File: src/rtl/tl45_muldiv_seq_if.sv
// Execute-stage bus between the TL45 pipeline and the multi-cycle MUL/DIVU sequencer.
interface tl45_muldiv_seq_if;
    logic        i_pipe_stall;
    logic        o_pipe_stall;
    logic        i_pipe_flush;
    logic        o_pipe_flush;
    logic [4:0]  i_opcode;
    logic [3:0]  i_dr;
    logic [31:0] i_sr1_val;
    logic [31:0] i_sr2_val;
    logic [3:0]  o_of_reg;
    logic [31:0] o_of_val;
    logic [3:0]  o_dr;
    logic [31:0] o_value;
    logic        o_busy;

    modport master (
        output i_pipe_stall, i_pipe_flush, i_opcode, i_dr, i_sr1_val, i_sr2_val,
        input  o_pipe_stall, o_pipe_flush, o_of_reg, o_of_val, o_dr, o_value, o_busy
    );

    modport slave (
        input  i_pipe_stall, i_pipe_flush, i_opcode, i_dr, i_sr1_val, i_sr2_val,
        output o_pipe_stall, o_pipe_flush, o_of_reg, o_of_val, o_dr, o_value, o_busy
    );
endinterface

File: src/rtl/tl45_muldiv_seq.sv
// Multi-cycle MUL / DIVU sequencer for the TL45 execute stage (32 iterations per op).
// Define TL45_MULDIV_DIVIDE_EN to build in the restoring divider; otherwise DIVU is a bubble.
module tl45_muldiv_seq #(
    parameter logic [4:0] OP_MUL  = 5'h3,
    parameter logic [4:0] OP_DIVU = 5'h4
) (
    input logic              i_clk,
    input logic              i_reset,
    tl45_muldiv_seq_if.slave bus
);
    typedef enum logic [1:0] {IDLE, RUN, DONE} state_t;

    state_t      r_state;
    state_t      w_nextState;
    logic [3:0]  r_drLatch;
    logic [31:0] r_opA;
    logic [31:0] r_opB;
    logic [31:0] r_acc;
    logic [4:0]  r_count;
    logic [3:0]  r_dr;
    logic [31:0] r_value;
    logic        w_isMd;
    logic        w_start;
    logic [31:0] w_mulAcc;

`ifdef TL45_MULDIV_DIVIDE_EN
    logic        r_isDiv;
    logic [31:0] r_rem;
    logic [32:0] w_remShift;
    logic        w_qBit;

    assign w_isMd     = (bus.i_opcode == OP_MUL) || (bus.i_opcode == OP_DIVU);
    // The shifted remainder can reach 33 bits when the divisor is above 2^31.
    assign w_remShift = {r_rem, r_opA[31]};
    assign w_qBit     = (w_remShift >= {1'b0, r_opB});
`else
    assign w_isMd = (bus.i_opcode == OP_MUL) && (bus.i_opcode != OP_DIVU);
`endif

    assign w_start  = (r_state == IDLE) && w_isMd && !bus.i_pipe_stall && !bus.i_pipe_flush;
    assign w_mulAcc = r_opB[0] ? (r_acc + r_opA) : r_acc;

    assign bus.o_pipe_flush = bus.i_pipe_flush;
    assign bus.o_busy       = (r_state != IDLE);
    assign bus.o_dr         = r_dr;
    assign bus.o_value      = r_value;

    always_ff @(posedge i_clk) begin
        if (i_reset) begin
            r_state <= IDLE;
        end else begin
            r_state <= w_nextState;
        end
    end

    // Stall is released in DONE so upstream moves past the op that is finishing.
    always_comb begin
        w_nextState      = r_state;
        bus.o_pipe_stall = bus.i_pipe_stall;
        bus.o_of_reg     = 4'd0;
        bus.o_of_val     = 32'd0;
        case (r_state)
            IDLE: begin
                if (w_isMd) begin
                    bus.o_pipe_stall = 1'b1;
                end
                if (w_start) begin
                    w_nextState = RUN;
                end
            end
            RUN: begin
                bus.o_pipe_stall = 1'b1;
                if (r_count == 5'd31) begin
                    w_nextState = DONE;
                end
            end
            DONE: begin
                bus.o_of_reg = r_drLatch;
                bus.o_of_val = r_acc;
                if (!bus.i_pipe_stall) begin
                    w_nextState = IDLE;
                end
            end
            default: w_nextState = IDLE;
        endcase
        if (bus.i_pipe_flush) begin
            w_nextState = IDLE;
        end
    end

    always_ff @(posedge i_clk) begin
        if (i_reset) begin
            r_drLatch <= 4'd0;
            r_opA     <= 32'd0;
            r_opB     <= 32'd0;
            r_acc     <= 32'd0;
            r_count   <= 5'd0;
            r_dr      <= 4'd0;
            r_value   <= 32'd0;
`ifdef TL45_MULDIV_DIVIDE_EN
            r_isDiv   <= 1'b0;
            r_rem     <= 32'd0;
`endif
        end else if (bus.i_pipe_flush) begin
            r_dr    <= 4'd0;
            r_value <= 32'd0;
        end else begin
            case (r_state)
                IDLE: begin
                    if (w_start) begin
                        r_drLatch <= bus.i_dr;
                        r_opA     <= bus.i_sr1_val;
                        r_opB     <= bus.i_sr2_val;
                        r_acc     <= 32'd0;
                        r_count   <= 5'd0;
                        r_dr      <= 4'd0;
                        r_value   <= 32'd0;
`ifdef TL45_MULDIV_DIVIDE_EN
                        r_isDiv   <= (bus.i_opcode == OP_DIVU);
                        r_rem     <= 32'd0;
`endif
                    end else if (!bus.i_pipe_stall) begin
                        r_dr    <= 4'd0;
                        r_value <= 32'd0;
                    end
                end
                RUN: begin
                    r_count <= r_count + 5'd1;
`ifdef TL45_MULDIV_DIVIDE_EN
                    if (r_isDiv) begin
                        r_opA <= {r_opA[30:0], 1'b0};
                        r_rem <= w_qBit ? (w_remShift[31:0] - r_opB) : w_remShift[31:0];
                        r_acc <= {r_acc[30:0], w_qBit};
                    end else begin
                        r_acc <= w_mulAcc;
                        r_opA <= {r_opA[30:0], 1'b0};
                        r_opB <= {1'b0, r_opB[31:1]};
                    end
`else
                    r_acc <= w_mulAcc;
                    r_opA <= {r_opA[30:0], 1'b0};
                    r_opB <= {1'b0, r_opB[31:1]};
`endif
                end
                DONE: begin
                    if (!bus.i_pipe_stall) begin
                        r_dr    <= r_drLatch;
                        r_value <= r_acc;
                    end
                end
                default: begin
                end
            endcase
        end
    end
endmodule

File: src/flat_wrapper.sv
// flat-port wrapper written by rule: the top's interface ports become plain ports
module tl45_muldiv_seq_flat 
#(
    parameter logic [4:0] OP_MUL  = 5'h3,
    parameter logic [4:0] OP_DIVU = 5'h4
)
  (i_clk, i_reset, bus_i_pipe_stall, bus_i_pipe_flush, bus_i_opcode, bus_i_dr, bus_i_sr1_val, bus_i_sr2_val, bus_o_pipe_stall, bus_o_pipe_flush, bus_o_of_reg, bus_o_of_val, bus_o_dr, bus_o_value, bus_o_busy);
  tl45_muldiv_seq_if bus_i ();
  input logic i_clk;
  input logic i_reset;
  input wire logic [$bits(bus_i.i_pipe_stall)-1:0] bus_i_pipe_stall;
  input wire logic [$bits(bus_i.i_pipe_flush)-1:0] bus_i_pipe_flush;
  input wire logic [$bits(bus_i.i_opcode)-1:0] bus_i_opcode;
  input wire logic [$bits(bus_i.i_dr)-1:0] bus_i_dr;
  input wire logic [$bits(bus_i.i_sr1_val)-1:0] bus_i_sr1_val;
  input wire logic [$bits(bus_i.i_sr2_val)-1:0] bus_i_sr2_val;
  output wire logic [$bits(bus_i.o_pipe_stall)-1:0] bus_o_pipe_stall;
  output wire logic [$bits(bus_i.o_pipe_flush)-1:0] bus_o_pipe_flush;
  output wire logic [$bits(bus_i.o_of_reg)-1:0] bus_o_of_reg;
  output wire logic [$bits(bus_i.o_of_val)-1:0] bus_o_of_val;
  output wire logic [$bits(bus_i.o_dr)-1:0] bus_o_dr;
  output wire logic [$bits(bus_i.o_value)-1:0] bus_o_value;
  output wire logic [$bits(bus_i.o_busy)-1:0] bus_o_busy;
  assign bus_i.i_pipe_stall = bus_i_pipe_stall;
  assign bus_i.i_pipe_flush = bus_i_pipe_flush;
  assign bus_i.i_opcode = bus_i_opcode;
  assign bus_i.i_dr = bus_i_dr;
  assign bus_i.i_sr1_val = bus_i_sr1_val;
  assign bus_i.i_sr2_val = bus_i_sr2_val;
  assign bus_o_pipe_stall = bus_i.o_pipe_stall;
  assign bus_o_pipe_flush = bus_i.o_pipe_flush;
  assign bus_o_of_reg = bus_i.o_of_reg;
  assign bus_o_of_val = bus_i.o_of_val;
  assign bus_o_dr = bus_i.o_dr;
  assign bus_o_value = bus_i.o_value;
  assign bus_o_busy = bus_i.o_busy;
  tl45_muldiv_seq #(.OP_MUL(OP_MUL), .OP_DIVU(OP_DIVU)) u_core (.i_clk(i_clk), .i_reset(i_reset), .bus(bus_i));
endmodule
File: config.mk
export PLATFORM = sky130hd
export DESIGN_NAME = tl45_muldiv_seq_flat
export DESIGN_NICKNAME = d
export VERILOG_FILES = /design/src/rtl/tl45_muldiv_seq_if.sv /design/src/rtl/tl45_muldiv_seq.sv /design/src/flat_wrapper.sv
export SDC_FILE = /design/constraint.sdc
export NUM_CORES = 1
export LEC_CHECK = 0
export CAP_MARGIN = 20
export CORE_MARGIN = 3
export CORE_UTILIZATION = 35
export CTS_BUF_LIST = sky130_fd_sc_hd__clkbuf_8
export DETAILED_ROUTE_END_ITERATION = 10
export SKIP_CTS_REPAIR_TIMING = 1
export SKIP_LAST_GASP = 1
export SLEW_MARGIN = 25
export SYNTH_ARGS = -nofsm -noshare
export SYNTH_HDL_FRONTEND = slang
export SYNTH_SLANG_ARGS = --single-unit
File: constraint.sdc
create_clock -name i_clk -period 2.2 [get_ports i_clk]
set_input_delay 0.22 -clock i_clk [delete_from_list [all_inputs] [get_ports i_clk]]
set_output_delay 0.22 -clock i_clk [all_outputs]
set_load 0.05 [all_outputs]
==> flow_summary.json <==
{
  "dominantRegCellSynth": "sky130_fd_sc_hd__dfxtp_1",
  "drt-pass1-iter-count": 5,
  "htreeDepth": 4,
  "die_y_um": 151,
  "timing.final.crit_share": 1.06,
  "cts-buffers-inserted": 17,
  "area_growth_pct": 48.5,
  "multiInputGateArea_um2": 4410,
  "ios": 152,
  "root_buffer": "sky130_fd_sc_hd__clkbuf_8",
  "pre_cts_slack_ns": -0.213,
  "buffer_ports.inserted": 151,
  "global_route.usage.total": 0.183,
  "cts_tree": "done",
  "dp.cells": 1372,
  "register_bit_total_from_synthesis": 143,
  "finish.net_count": 1240,
  "hold_path_class": "in2reg",
  "clkSlewWorstSetupHoldPaths_ns": 0.08,
  "placementRows": 52,
  "post_placement_cell_area_um2": 10300,
  "drt_iter0_markers": 372,
  "antenna_violations_before_repair": 0,
  "floorplan.core_area_um2": 20400,
  "grt_overflow_total": 0,
  "ir_worst_vdd_mv": 0.339,
  "fin_area_um2": 10900,
  "die_width_um": 151,
  "worst_setup_path_end_kind": "flop",
  "hold_depth": 2,
  "final_max_slew_viol_count": 0,
  "cpLargestDelayFamily": "compound AO/OA/AOI/OAI gates",
  "detailroute.wirelength.met3_mm": 1.10,
  "power.clock.fraction": 0.412,
  "finalHoldViolCount": 0,
  "seq_power_share": 0.525,
  "grt_first_pass_wirelength_mm": 33.9,
  "grt_start_max_net_pins": 65,
  "sinks_on_the_clock_net": 143,
  "route.top_layer_used": "met4",
  "fin_ws_ns": -0.124,
  "design.die.area_um2": 22800,
  "timing.critical_path.cells": "ha_2 -> a21oi_2 -> nand2_1 -> a211o_1 -> or2_1 -> a311o_1 -> xor2_1 -> a22o_1",
  "p_leak_nw": 4.35,
  "vias_in_the_first_global_route": 6650,
  "nFillCells": 1949,
  "slew_headroom": 0.451,
  "drcViolationCount": 0,
  "synthesis.nets": 1006,
  "worstPathArrival_ns": 2.67,
  "critical-path-max-stage-delay_ns": 0.35,
  "synth.lib_cells_used.distinct": 61,
  "switching_power_mw": 1.12,
  "skew_ns": 0.0139,
  "seq_area_frac_synth": 0.390,
  "worst_skew_pair.late_latency_ns": 0.45,
  "timing.critical_path.depth": 8,
  "worstPathBufferInverterCount": 0,
  "drt-total-wl_mm": 20.9,
  "place.detailed.hpwl_mm": 15.2,
  "synth-async-reset-ratio": 0,
  "sequential_cell_area_um2": 2870,
  "drt.antenna.violating_nets": 0,
  "layout_common_cells": "sky130_fd_sc_hd__nand2_1, sky130_fd_sc_hd__nor2_1, sky130_fd_sc_hd__dfxtp_1, sky130_fd_sc_hd__buf_4, sky130_fd_sc_hd__clkdlybuf4s50_1",
  "layout.cells.non_filler": 1411,
  "routed_vias": 7185,
  "clockBufferDepth": 2,
  "initial_core_util": 0.360,
  "cp_slowest_cell": "sky130_fd_sc_hd__dfxtp_1",
  "totalPowerFinal_mw": 4.96,
  "hold_slack_final_ns": 0.201,
  "wl_met1_mm": 9.51,
  "netlist_area_um2": 7340,
  "critical_path_class": "reg2reg",
  "final_common_cell": "sky130_fd_sc_hd__nand2_1",
  "vias_per_cell": 5.09,
  "layout_min_cycle_time_ns": 2.32,
  "cp_data_required_time_ns": 2.54,
  "postSynthAreaPerCell_um2": 8.21,
  "unrepaired_setup_endpoints_after_global_routing": "yes",
  "failing_checks": "negative setup slack",
  "drive_gt1_frac": 0.216,
  "synth_enable_flop_cells": 0,
  "wl_met2_mm": 10.1,
  "timing.max_cap.violations": 0,
  "rr_worst_depth": 8,
  "final-setup-viol-count": 7,
  "timing.fmax_mhz": 430,
  "timing_worst_slew_pin_value_ns": 0.823,
  "power-per-cell-area_nw_per_um2": 454,
  "status": "finished with violations",
  "power.internal_mw": 3.83,
  "place.gp.congestion": 0.868,
  "crit_path_start_kind": "flop",
  "wire_per_inst_um": 14.8,
  "critPathMaxFanout": 6,
  "number_of_warnings_printed_during_yosys_synthesis": 0,
  "diodes": 0,
  "switching_share": 0.227,
  "power_frac_comb": 0.063,
  "synthCells": 895
}
[power by group through the flow]
stage / logic, mW / clock network [mW] / registers, mW
2_1_floorplan: 0.117 / 0 / 2.66
3_3_place_gp: 0.313 / 0 / 2.66
3_5_place_dp: 0.314 / 0 / 2.66
4_1_cts: 0.315 / 2.10 / 2.60
5_1_grt: 0.341 / 2.21 / 2.60
6_report: 0.312 / 2.04 / 2.60
[through the flow]
| step | TNS [ns] | util |
|---|---|---|
| CTS | -1.83 | 0.523 |
| floorplan | 0 | - |
| global route | -1.92 | 0.534 |
| detailed placement | -10.18 | 0.505 |
| global placement | -7.56 | 0.505 |
| finish | -0.610 | 0.534 |
[cell families after synthesis]
group	share of synthesized area
flops	0.390
xor+xnor	0.0334
compound gates	0.242
buf+inv	0.0399
simple gates	0.231
mux	0.00545
fa+ha+maj	0.0589
[final timing paths]
| path | from | to | slack, ns |
|---|---|---|---|
| setup / recovery | u_core.r_opA[10]$_SDFFE_PP0P_ | u_core.r_acc[18]$_SDFFE_PP0P_ | -0.12 |
| hold / removal | i_reset | u_core.r_opA[18]$_SDFFE_PP0P_ | 0.20 |
| setup reg to reg | u_core.r_opA[10]$_SDFFE_PP0P_ | u_core.r_acc[18]$_SDFFE_PP0P_ | -0.12 |
| hold reg to reg | u_core.r_count[4]$_SDFFE_PP0P_ | u_core.r_count[4]$_SDFFE_PP0P_ | 0.46 |
[cell type report]
type,count,area share
multi-input combinational,680,0.404
timing repair buffer,279,0.264
sequential,143,0.263
tap,270,0.0310
clock buffer,20,0.0252
clock inverter,11,0.00929
inverter,8,0.00275
[synthesized netlist by cell type (all sizes together) (12+ instances only)]
cell,n,area [µm²]
nand2,152,571
nor2,145,544
dfxtp,143,2860
a311oi,64,573
a22oi,52,390
clkbuf,49,184
and2,38,238
ha,33,413
a21oi,32,164
xnor2,19,166
buf,15,78.8
a22o,14,123
o21ai,13,68.8
a21o,12,90.1
[worst reg2reg max path, cell delays in order (launching register included)]
cell and delay (ns):
sky130_fd_sc_hd__dfxtp_1 0.35, sky130_fd_sc_hd__ha_2 0.32, sky130_fd_sc_hd__a21oi_2 0.17, sky130_fd_sc_hd__nand2_1 0.10, sky130_fd_sc_hd__a211o_1 0.32, sky130_fd_sc_hd__or2_1 0.30
sky130_fd_sc_hd__a311o_1 0.35, sky130_fd_sc_hd__xor2_1 0.15, sky130_fd_sc_hd__a22o_1 0.17
[state kept, by name, indices dropped and copies added (netlist names)]
name / cells
u_core.bus.o_dr: 4
u_core.r_drLatch: 4
u_core.r_count: 5
u_core.r_state: 2
u_core.r_opA: 32
u_core.r_acc: 32
u_core.bus.o_value: 32
u_core.r_opB: 32
[metal layers]
metal | up-vias | GRT usage
met3 | 14 | 0.0452
met2 | 154 | 0.305
met1 | 3367 | 0.242
met5 | - | 0
li1 | 3650 | -
met4 | 0 | 0.0376
No activity file was read; power rests on OpenSTA's default activity.
